`config.mk`:
```
export PLATFORM = sky130hd
export DESIGN_NAME = rf_wb_arbiter
export DESIGN_NICKNAME = d
export VERILOG_FILES = /design/src/rtl/rf_wb_arbiter.sv
export SDC_FILE = /design/constraint.sdc
export NUM_CORES = 1
export LEC_CHECK = 0
export ABC_AREA = 1
export BUFFER_PORTS_ARGS = -buffer_cell sky130_fd_sc_hd__buf_4
export CORE_UTILIZATION = 40
export CTS_BUF_LIST = sky130_fd_sc_hd__clkbuf_8
export DETAILED_ROUTE_END_ITERATION = 6
export PLACE_DENSITY = 0.75
export SYNTH_ARGS = -nofsm -noshare
export SYNTH_HDL_FRONTEND = slang
export SYNTH_SLANG_ARGS = --single-unit
```
`constraint.sdc`:
```
create_clock -name clk_i -period 3 [get_ports clk_i]
set_clock_uncertainty 0.2 [all_clocks]
set_input_delay 0.6 -clock clk_i [delete_from_list [all_inputs] [get_ports clk_i]]
set_output_delay 0.6 -clock clk_i [all_outputs]
set_load 0.005 [all_outputs]
```
`src/rtl/rf_wb_arbiter.sv`:
```
// Register-file write-port arbiter: port 0 has fixed priority, port 1 is forced after STARVE_MAX waits.
// Optional read-port forwarding of the write stage is enabled by defining RF_WB_FWD_EN.
module rf_wb_arbiter #(
  parameter int DATA_WIDTH = 32,
  parameter int REG_DEPTH  = 32,
  parameter int STARVE_MAX = 4,
  localparam int AW = $clog2(REG_DEPTH)
) (
  input  logic                  clk_i,
  input  logic                  rst_i,
  input  logic                  p0_valid_i,
  output logic                  p0_ready_o,
  input  logic [AW-1:0]         p0_addr_i,
  input  logic [DATA_WIDTH-1:0] p0_data_i,
  input  logic                  p1_valid_i,
  output logic                  p1_ready_o,
  input  logic [AW-1:0]         p1_addr_i,
  input  logic [DATA_WIDTH-1:0] p1_data_i,
  output logic                  rf_we_o,
  output logic [AW-1:0]         rf_addr_o,
  output logic [DATA_WIDTH-1:0] rf_data_o,
`ifdef RF_WB_FWD_EN
  input  logic [AW-1:0]         rs1_addr_i,
  input  logic [AW-1:0]         rs2_addr_i,
  input  logic [DATA_WIDTH-1:0] rs1_rf_i,
  input  logic [DATA_WIDTH-1:0] rs2_rf_i,
  output logic [DATA_WIDTH-1:0] rs1_data_o,
  output logic [DATA_WIDTH-1:0] rs2_data_o,
`endif
  output logic [7:0]            starve_cnt_o
);

  logic [7:0]            starve_cnt_q, starve_cnt_d;
  logic                  rf_we_q, rf_we_d;
  logic [AW-1:0]         rf_addr_q, rf_addr_d;
  logic [DATA_WIDTH-1:0] rf_data_q, rf_data_d;
  logic                  force1;
  logic                  p0_fire, p1_fire;

  assign force1     = (starve_cnt_q == 8'(STARVE_MAX));
  assign p0_ready_o = !force1;
  assign p1_ready_o = force1 || !p0_valid_i;
  // The ready terms are mutually exclusive whenever both ports request, so at most one fires.
  assign p0_fire    = p0_valid_i && p0_ready_o;
  assign p1_fire    = p1_valid_i && p1_ready_o;

  always_comb begin
    rf_we_d   = 1'b0;
    rf_addr_d = rf_addr_q;
    rf_data_d = rf_data_q;
    if (p0_fire && p0_addr_i != '0) begin
      rf_we_d   = 1'b1;
      rf_addr_d = p0_addr_i;
      rf_data_d = p0_data_i;
    end else if (p1_fire && p1_addr_i != '0) begin
      rf_we_d   = 1'b1;
      rf_addr_d = p1_addr_i;
      rf_data_d = p1_data_i;
    end
  end

  always_comb begin
    starve_cnt_d = starve_cnt_q;
    if (!p1_valid_i || p1_fire) begin
      starve_cnt_d = 8'd0;
    end else if (!force1) begin
      starve_cnt_d = starve_cnt_q + 8'd1;
    end
  end

  always_ff @(posedge clk_i or posedge rst_i) begin
    if (rst_i) begin
      starve_cnt_q <= 8'd0;
      rf_we_q      <= 1'b0;
      rf_addr_q    <= '0;
      rf_data_q    <= '0;
    end else begin
      starve_cnt_q <= starve_cnt_d;
      rf_we_q      <= rf_we_d;
      rf_addr_q    <= rf_addr_d;
      rf_data_q    <= rf_data_d;
    end
  end

  assign rf_we_o      = rf_we_q;
  assign rf_addr_o    = rf_addr_q;
  assign rf_data_o    = rf_data_q;
  assign starve_cnt_o = starve_cnt_q;

`ifdef RF_WB_FWD_EN
  // Readers in the same cycle as the write stage see the in-flight value.
  assign rs1_data_o = (rf_we_q && rf_addr_q == rs1_addr_i && rs1_addr_i != '0) ? rf_data_q : rs1_rf_i;
  assign rs2_data_o = (rf_we_q && rf_addr_q == rs2_addr_i && rs2_addr_i != '0) ? rf_data_q : rs2_rf_i;
`endif

endmodule
```
Yosys cells after proc, flatten, opt, wreduce, memory -nomap -nowiden
Cells that the tools add are included.
{"block": "word_totals", "ff_bits": 46, "latchBits": 0, "ram_bits": 0, "mem_bits_ro": 0, "inputBits": 78, "out_inout_bits": 48, "word_cells": 27, "memories": 0}
{"block": "op_classes", "n_addsub": 1, "multipliers": 0, "n_div": 0, "magnitude_cmp": 0, "eq_ne": 2, "shifts": 0, "mux": 8, "bitwise_logic": 0, "n_reduce_logical": 12}
{"op": "$mux W32", "n": 2}
{"op": "$mux W8", "n": 2}
{"op": "$mux W5", "n": 2}
{"op": "$reduce_bool A5 Y1", "n": 2}
{"op": "$add A8 B1 Y8 const B", "n": 1}
{"op": "$eq A8 B3 Y1 const B", "n": 1}
{"op": "$logic_and A1 B1 Y1", "n": 4}
{"op": "$logic_not A1 Y1", "n": 3}
{"op": "$logic_or A1 B1 Y1", "n": 2}
{"op": "$mux W1", "n": 2}
{"op": "$ne A2 B1 Y1 const B", "n": 1}
{"op": "$reduce_bool A2 Y1", "n": 1}

Depth between registers and ports, before layout
Gate-level depths: netlist of the first run.
{"block": "depth", "depth_word": 6, "depth_mapped": 12, "depth_no_buf": 10}

Worst setup path before layout of the first run
No wires, ideal clock.
{"block": "synth_path", "path_type": "register -> output", "start": "register starve_cnt_q[0] (netlist: starve_cnt_o[0])", "end": "output port p0_ready_o", "t_arrival_ns": 1.070, "setup_slack_ns": 1.130, "stages_incl_launch_ff": 7, "path_cell_list": "dfrtp_1 > inv_1 > ha_1 > nand2_1 > nor2_2 > nand2_4 > buf_2"}
{"block": "synth_between", "elab_chain_len": 2}
{"element": "start, declared", "line": "33", "rtl": "logic [7:0] starve_cnt_q, starve_cnt_d;"}
{"element": "start signal, assigned", "line": "78", "rtl": "starve_cnt_q <= starve_cnt_d;"}
{"element": "$eq A8 B3 Y1", "line": "40", "rtl": "assign force1 = (starve_cnt_q == 8'(STARVE_MAX));"}
{"element": "$logic_not A1 Y1"}
{"element": "end, declared", "line": "12", "rtl": "output logic p0_ready_o,"}
Every way passes these cells.

Worst setup path after layout of the first run
Same ends and word-level chain as after synthesis.

==> flow_metrics.env, run 1 <==
export IMPL_std_cell_rows=29
export IMPL_start_util=0.4130
export IMPL_yosysSeqAreaShare=0.4415
export IMPL_setup_violations_final=0
export IMPL_worstRegToRegCells=9
export IMPL_die_area_um2=6846
export IMPL_fin_ws_ps=470.3
export IMPL_portBuffers=125
export IMPL_crit_required_ps=2200
export IMPL_rsz0062_at_grt="false"
export IMPL_nNetsFinal=543
export IMPL_fmaxAchievable_mhz=395.3
export IMPL_gp_congestion=0.8916
export IMPL_cp_start_kind="flip-flop"
export IMPL_dr_pass1_iters=4
export IMPL_clk_pin_slew_ps=80
export IMPL_swShare=0.2817
export IMPL_grt_met2_usage=0.3730
export IMPL_cts_root_buf="clkbuf_8"
export IMPL_via_per_inst=5.131
export IMPL_dr_total_vias=2776
export IMPL_total_power_mw=1.497
export IMPL_p_int_mw=1.075
export IMPL_fin_cells=541
export IMPL_drt_iter0_markers=122
export IMPL_area_growth_pct=38.05
export IMPL_core_um2=6314
export IMPL_cts_htree_levels=2
export IMPL_grt_overflow=0
export IMPL_place_area_um2=3508
export IMPL_met1_usage=0.2725
export IMPL_power_frac_clock=0.257
export IMPL_top_usage_layer="met2"
export IMPL_critPathCaptureType="primary output"
export IMPL_place_ws_ps=599.6
export IMPL_clk_latency_ps=290
export IMPL_die_y_um=82.74
export IMPL_ctsLongestPathBuffers=2
export IMPL_grt_pass1_wl_mm=11.23
export IMPL_seq_power_share=0.485
export IMPL_cts_tree="built"
export IMPL_criticalPathCategory="flip-flop to primary output"
export IMPL_antenna_found_initial=0
export IMPL_grt_use_met3=0.03626
export IMPL_comb_power_share=0.258
export IMPL_finalMaxSlewViolations=0
export IMPL_grt_pass1_vias=2436
export IMPL_syn_nets=430
export IMPL_ir_drop_mv=0.2246
export IMPL_synthDistinctLibCells=24
export IMPL_powerDensity_nw_per_um2=415.8
export IMPL_cts_buffers_inserted=5
export IMPL_crit_fanout=19
export IMPL_cp_arrival_ps=1730
export IMPL_period_needed_ps=2530
export IMPL_hpwl_mm=5.144
export IMPL_setup_tns_final_ps=0
export IMPL_final_area_um2=3600
export IMPL_status="finished, final reports clean"
export IMPL_power_switching_mw=0.4217
export IMPL_hold_class="flip-flop to flip-flop"
export IMPL_syn_area_um2=2608
export IMPL_postCtsHoldBufs=0
export IMPL_yosysWarnings=0
export IMPL_cap_violations=0
export IMPL_postCtsSetupRepairBufs=0
export IMPL_track_usage=0.2177
export IMPL_antennaDiodeCount=0
export IMPL_routedWlPerCell_um=13.51
export IMPL_syn_avg_cell_area_um2=7.450
export IMPL_cts_resized=0
export IMPL_drcViolationCount=0
export IMPL_top_level_ports=126
export IMPL_finalCritPeriodShare=0.8432
export IMPL_final_layout_size_suffix_gt1_frac=0.3254
export IMPL_ant_nets=0
export IMPL_hold_path_depth=2
export IMPL_die_w_um=82.74
export IMPL_hold_viol=0
export IMPL_totalWireLength_mm=7.309
export IMPL_worst_pin_slew_ps=969.4
export IMPL_syn_inst=350
export IMPL_synth_seq_cells=46
export IMPL_slew_headroom=0.3528
export IMPL_placed_cells=533
export IMPL_cts_sinks=46
export IMPL_grt_max_degree=47
export IMPL_leakage_nw=2.043
[flip-flops by register name, indices dropped and copies added, names as in the netlist]
name,cells
starve_cnt_o,8
rf_data_o,32
rf_we_o,1
rf_addr_o,5
[final timing paths]
kind,from,to,slack (ps)
min reg2reg,rf_addr_o[4],rf_addr_o[4],320
min in group asynchronous,rst_i,rf_data_o[16],340
max reg2reg,starve_cnt_o[0],rf_data_o[20],590
max,starve_cnt_o[0],p0_ready_o,470
min,rf_addr_o[4],rf_addr_o[4],320
max in group asynchronous,rst_i,starve_cnt_o[3],1670
[power groups by stage]
stage / logic (mW) / clock network, mW / registers, mW
finish: 0.386 / 0.384 / 0.727
global route: 0.431 / 0.419 / 0.735
CTS: 0.390 / 0.398 / 0.727
detailed placement: 0.390 / 0 / 0.737
global placement: 0.383 / 0 / 0.737
floorplan: 0.176 / 0 / 0.739
[worst max-delay path: stages (launching register included)]
cell and delay (ps):
dfrtp_1 420, inv_1 60, ha_1 180, nand2_1 70
nor2_2 50, nand2_4 210, buf_4 290, buf_4 150
[metrics by stage]
| step | utilization | hold WS, ps |
|---|---|---|
| after floorplan | - | 293.8 |
| after global placement | 0.5557 | 289.2 |
| after detailed placement | 0.5557 | 296.6 |
| after CTS | 0.5702 | 318.4 |
| after global routing | 0.5702 | 334.6 |
| final | 0.5702 | 315.5 |
[cells in the mapped netlist, drive strengths merged]
cell type,count,area share
xnor2,1,0.0034
clkbuf,8,0.012
nand3b,2,0.0072
nor2,13,0.023
nor3,3,0.0058
a21oi,2,0.0038
nand3,45,0.091
a31oi,1,0.0024
nand4,34,0.082
ha,2,0.0096
inv,11,0.016
buf,17,0.057
nand2,164,0.24
dfrtp,46,0.44
a21boi,1,0.0029
[cell type report]
class	instances	area (um^2)
clock buffer	6	82.58
clock inverter	2	8.758
fill	613	2714
inverter	11	41.29
multi-input combinational	268	1236
sequential	46	1151
tap	77	96.34
timing repair buffer	131	983.4
[kinds of logic after synthesis]
kind of cell | share of synthesized area
compound gates | 0.009120
simple gates | 0.4520
fa+ha+maj | 0.009595
flops | 0.4415
xor+xnor | 0.003360
buf+inv | 0.08445
[cells in the final DEF, fill, tap and decap left out, drive strengths merged]
cell	instances
xnor2	1
a21boi	1
dfrtp	46
inv	12
nand4	34
nand3	45
nor3	3
nand3b	2
nor2	13
buf	131
a31oi	1
clkinv	1
nand2	164
ha	2
a21oi	2
clkbuf	6
[routing by layer]
layer / part of all wire / vias up
met5: 0 / -
li1: - / 1374
met1: 0.42 / 1272
met3: 0.070 / 13
met4: 0.019 / 0
met2: 0.49 / 117
No activity file was read; power rests on OpenSTA's default activity.
==> run 2, diff against run 1 <==
--- a/config.mk
+++ b/config.mk
@@ -10,7 +10,7 @@
 export CORE_UTILIZATION = 40
 export CTS_BUF_LIST = sky130_fd_sc_hd__clkbuf_8
 export DETAILED_ROUTE_END_ITERATION = 6
-export PLACE_DENSITY = 0.75
+export PLACE_DENSITY = 0.78
 export SYNTH_ARGS = -nofsm -noshare
 export SYNTH_HDL_FRONTEND = slang
 export SYNTH_SLANG_ARGS = --single-unit
==> constraint.sdc (replaced) <==
create_clock -name clk_i -period 2.3 [get_ports clk_i]
set_clock_uncertainty 0.2 [all_clocks]
set_input_delay 0.46 -clock clk_i [delete_from_list [all_inputs] [get_ports clk_i]]
set_output_delay 0.46 -clock clk_i [all_outputs]
set_load 0.005 [all_outputs]
==> run 2 against run 1 <==
  * Design area grew 3.2%
  * Setup slack worse by 340 ps
  * First-iteration DRC count decreased by 12%
  * Via count is 0.76% higher
  * Critical path type unchanged
==> flow_metrics.env, run 2 (synthesis gave the netlist of run 1 again) <==
export IMPL_status="finished, final reports clean"
export IMPL_routedWlPerCell_um=13.59
export IMPL_fin_ws_ps=130.8
export IMPL_grt_max_degree=38
export IMPL_total_power_mw=2.061
export IMPL_period_needed_ps=2169
export IMPL_slew_headroom=0.7298
export IMPL_path_buf_inv=3
export IMPL_start_util=0.4130
export IMPL_cap_violations=0
export IMPL_place_ws_ps=276.8
export IMPL_drt_iter0_markers=107
export IMPL_layout_common_cells="160 x nand2_1, 135 x buf_4, 46 x dfrtp_1, 44 x nand3_1, 34 x nand4_1"
export IMPL_cp_arrival_ps=1510
export IMPL_cp_start_kind="flip-flop"
export IMPL_hold_class="primary input to flip-flop"
export IMPL_dr_total_vias=2797
export IMPL_cts_tree="built"
export IMPL_antenna_found_initial=0
export IMPL_drcViolationCount=0
export IMPL_ctsLongestPathBuffers=2
export IMPL_comb_power_share=0.253
export IMPL_portBuffers=125
export IMPL_gp_congestion=0.8619
export IMPL_criticalPathCategory="flip-flop to primary output"
export IMPL_critPathLaunch="starve_cnt_o[0]"
export IMPL_cts_buffers_inserted=5
export IMPL_ant_nets=0
export IMPL_p_int_mw=1.498
export IMPL_cts_root_buf="clkbuf_8"
export IMPL_cpPeakStageDelay_ps=420
export IMPL_dr_pass1_iters=4
export IMPL_nNetsFinal=551
export IMPL_crit_required_ps=1640
export IMPL_swShare=0.2732
export IMPL_seq_power_share=0.461
export IMPL_final_layout_size_suffix_gt1_frac=0.3369
export IMPL_totalWireLength_mm=7.461
export IMPL_area_growth_pct=42.42
export IMPL_hold_viol=0
export IMPL_crit_fanout=17
export IMPL_r2r_start="starve_cnt_o[0]"
export IMPL_slowest_stage="dfrtp_1"
export IMPL_clk_latency_ps=290
export IMPL_critPathCaptureType="primary output"
export IMPL_worst_pin_slew_ps=404.9
export IMPL_finalMaxSlewViolations=0
export IMPL_core_um2=6314
export IMPL_die_w_um=82.74
export IMPL_fmaxAchievable_mhz=461.0
export IMPL_grt_pass1_wl_mm=11.82
export IMPL_crit_chain="inv_1, ha_1, nand2_1, nor2_4, nand2_4, buf_6, buf_4"
export IMPL_cts_sinks=46
export IMPL_rsz0062_at_grt="false"
export IMPL_grt_overflow=0
export IMPL_crit_family="flip-flops"
export IMPL_powerDensity_nw_per_um2=555.0
export IMPL_track_usage=0.2283
export IMPL_power_switching_mw=0.5630
export IMPL_power_frac_clock=0.287
export IMPL_clk_pin_slew_ps=90
export IMPL_top_level_ports=126
export IMPL_grt_pass1_vias=2605
export IMPL_antennaDiodeCount=0
export IMPL_leakage_nw=2.099
export IMPL_finalCritPeriodShare=0.9431
export IMPL_cts_htree_levels=2
export IMPL_setup_tns_final_ps=0
export IMPL_largest_register_ff_count=32
export IMPL_holdCritStartpoint="p0_addr_i[0]"
export IMPL_std_cell_rows=29
export IMPL_ir_drop_mv=0.3154
export IMPL_die_area_um2=6846
export IMPL_hpwl_mm=5.436
export IMPL_final_common_cell="nand2_1"
export IMPL_via_per_inst=5.095
export IMPL_die_y_um=82.74
export IMPL_setup_violations_final=0
-- run 2: power groups by stage --
stage               combinational (mW)  sequential [mW]  clock [mW]
floorplan                        0.230            0.964           0
global placement                 0.508            0.963           0
detailed placement               0.520            0.964           0
CTS                              0.522            0.950       0.605
global route                     0.583            0.961       0.638
finish                           0.521            0.950       0.591
-- run 2: worst paths after layout --
kind / to / cells after the start / slack (ps)
min in group asynchronous: rf_data_o[17] / 3 / 500
max: p0_ready_o / 7 / 130
max in group asynchronous: rf_data_o[0] / 4 / 840
max reg2reg: rf_data_o[3] / 10 / 250
min: rf_addr_o[0] / 3 / 240
min reg2reg: rf_data_o[29] / 2 / 310
-- run 2: what timing repair did --
action,in CTS,in global routing
hold buffers,1,0
resized for setup,0,2
buffers inserted,0,2
setup endpoints to repair,0,1
hold endpoints to repair,15,0
-- run 2: layer usage --
layer	track usage	routed length, um
met5	0	0
met4	0.07414	140
met3	0.04945	467
met2	0.3984	3798
met1	0.2781	3056
-- run 2: area by class of cell --
type,count,area [um^2]
clock buffer,5,68.82
inverter,11,41.29
fill,600,2600
multi-input combinational,268,1241
timing repair buffer,139,1075
sequential,46,1151
clock inverter,3,40.04
tap,77,96.34
-- run 2: worst min-delay path: stages --
cell and delay (ps):
buf_4 90, nand3_1 70, nand3_1 80
-- run 2: per-stage QoR --
step,hold slack [ps],instance area (um^2),std cells,util
3_3_place_gp,256.3,3571,538,0.5656
3_5_place_dp,256.8,3571,538,0.5656
5_1_grt,239.2,3714,549,0.5882
4_1_cts,230.2,3690,547,0.5844
2_1_floorplan,293.8,2608,350,-
6_report,236.9,3714,549,0.5882
==> run 3, diff against run 2 <==
--- a/config.mk
+++ b/config.mk
@@ -6,7 +6,9 @@
 export NUM_CORES = 1
 export LEC_CHECK = 0
 export ABC_AREA = 1
+export ABC_CLOCK_PERIOD_IN_PS = 2300
 export BUFFER_PORTS_ARGS = -buffer_cell sky130_fd_sc_hd__buf_4
+export CORE_MARGIN = 2
 export CORE_UTILIZATION = 40
 export CTS_BUF_LIST = sky130_fd_sc_hd__clkbuf_8
 export DETAILED_ROUTE_END_ITERATION = 6
==> run 3 against run 2 <==
  * Fmax down 0.87%
  * Register-to-register slack about the same
  * Via count is essentially flat
  * Critical path depth did not move
  * Count of clock-buffer cells in the layout rose by 1
  * Total power fell by 4.5%
  * Largest cell class unchanged
==> flow_metrics.env, run 3 (synthesis gave the netlist of run 1 again) <==
export IMPL_status="finished, final reports clean"
export IMPL_fmaxAchievable_mhz=457.0
export IMPL_track_usage=0.2164
export IMPL_swShare=0.2815
export IMPL_totalWireLength_mm=7.541
export IMPL_place_area_um2=3556
export IMPL_fin_ws_ps=111.7
export IMPL_cts_buffers_inserted=5
export IMPL_top_level_ports=126
export IMPL_cpPeakStageDelay_ps=430
export IMPL_portBuffers=125
export IMPL_crit_fanout=17
export IMPL_hold_path_depth=3
export IMPL_slew_headroom=0.7334
export IMPL_cts_htree_levels=2
export IMPL_power_switching_mw=0.5539
export IMPL_largest_register_ff_count=32
export IMPL_clk_pin_slew_ps=80
export IMPL_die_area_um2=7181
export IMPL_fin_cells=547
export IMPL_hold_viol=0
export IMPL_routedWlPerCell_um=13.79
export IMPL_dr_total_vias=2795
export IMPL_p_int_mw=1.414
export IMPL_cts_root_buf="clkbuf_8"
export IMPL_grt_overflow=0
export IMPL_nNetsFinal=549
export IMPL_cts_tree="built"
export IMPL_layout_common_cells="160 x nand2_1, 133 x buf_4, 46 x dfrtp_1, 44 x nand3_1, 34 x nand4_1"
export IMPL_cp_arrival_ps=1530
export IMPL_finalCritPeriodShare=0.9514
export IMPL_cts_sinks=46
export IMPL_worst_pin_slew_ps=399.9
export IMPL_core_um2=6314
export IMPL_ctsLongestPathBuffers=2
export IMPL_setup_violations_final=0
export IMPL_powerDensity_nw_per_um2=534.5
export IMPL_power_frac_clock=0.254
export IMPL_std_cell_rows=29
export IMPL_crit_chain="inv_1, ha_1, nand2_1, nor2_4, nand2_4, buf_6, buf_4"
export IMPL_grt_max_degree=38
export IMPL_setup_tns_final_ps=0
export IMPL_criticalPathCategory="flip-flop to primary output"
export IMPL_placed_cells=536
export IMPL_cap_violations=0
export IMPL_critPathCaptureType="primary output"
export IMPL_hold_class="primary input to flip-flop"
export IMPL_via_per_inst=5.110
export IMPL_cp_start_kind="flip-flop"
export IMPL_start_util=0.4130
export IMPL_ant_nets=0
export IMPL_clk_latency_ps=300
export IMPL_dr_pass1_iters=4
export IMPL_gp_congestion=0.9567
export IMPL_die_w_um=84.74
export IMPL_hold_worst_slack_ps=236.8
export IMPL_die_y_um=84.74
export IMPL_fill_cells=593
export IMPL_comb_power_share=0.263
export IMPL_ir_drop_mv=0.2641
export IMPL_final_layout_size_suffix_gt1_frac=0.3319
export IMPL_final_common_cell="nand2_1"
export IMPL_final_area_um2=3681
export IMPL_finalMaxSlewViolations=0
export IMPL_grt_pass1_wl_mm=12.48
export IMPL_drt_iter0_markers=105
export IMPL_seq_power_share=0.483
export IMPL_period_needed_ps=2188
export IMPL_worstRegToRegCells=10
export IMPL_crit_required_ps=1640
export IMPL_leakage_nw=2.084
export IMPL_antenna_found_initial=0
export IMPL_hpwl_mm=5.566
export IMPL_place_ws_ps=276.3
export IMPL_area_growth_pct=41.17
export IMPL_slowest_stage="dfrtp_1"
export IMPL_grt_pass1_vias=2632
export IMPL_drcViolationCount=0
export IMPL_antennaDiodeCount=0
## run 3: worst max-delay path: cells and delay by family, from the launching register on
kind,cells,cell delay [ps]
adder cells (fa/ha/maj),1,130
buffers and inverters,3,380
flip-flops,1,430
AND/OR/NAND/NOR,3,290
## run 3: metrics by stage
step | power (mW) | utilization
global route | 2.091 | 0.5830
floorplan | 1.194 | -
CTS | 1.986 | 0.5793
global placement | 1.470 | 0.5632
finish | 1.968 | 0.5830
detailed placement | 1.484 | 0.5632
## run 3: per-layer routing
| metal | vias up | GRT usage | routed length (um) |
|---|---|---|---|
| met1 | 1289 | 0.2742 | 3124 |
| li1 | 1382 | - | - |
| met4 | 0 | 0.08514 | 199 |
| met5 | - | 0 | 0 |
| met3 | 14 | 0.05015 | 505 |
| met2 | 110 | 0.3586 | 3712 |
## run 3: worst paths after layout
| path | from | end | slack [ps] |
|---|---|---|---|
| max in group asynchronous | rst_i | rf_data_o[0] | 870 |
| worst min-delay path | p1_addr_i[0] | rf_addr_o[0] | 240 |
| worst min register to register | rf_data_o[27] | rf_data_o[27] | 310 |
| worst max-delay path | starve_cnt_o[1] | p0_ready_o | 110 |
| worst max register to register | starve_cnt_o[1] | rf_data_o[22] | 260 |
| min in group asynchronous | rst_i | rf_data_o[15] | 490 |
## run 3: power groups by stage
| stage | registers (mW) | logic [mW] | clock network (mW) |
|---|---|---|---|
| 3_3_place_gp | 0.964 | 0.506 | 0 |
| 6_report | 0.950 | 0.518 | 0.500 |
| 2_1_floorplan | 0.964 | 0.230 | 0 |
| 5_1_grt | 0.961 | 0.576 | 0.554 |
| 4_1_cts | 0.950 | 0.520 | 0.515 |
| 3_5_place_dp | 0.965 | 0.519 | 0 |
## run 3: cell type report
class                   instances  area, um^2  area share
clock buffers                   6       82.58     0.02243
repair buffers                137        1060      0.2879
flip-flops and latches         46        1151      0.3127
inverters                      11       41.29     0.01122
multi-input cells             268        1241      0.3372
well taps                      77       96.34     0.02617
clock inverters                 2       8.758    0.002379
## run 3: what timing repair did
action | CTS | global route
hold endpoints to repair | 14 | 0
hold buffers | 1 | 0
setup endpoints to repair | 0 | 1
gates resized for setup | 0 | 2
setup buffers | 0 | 2
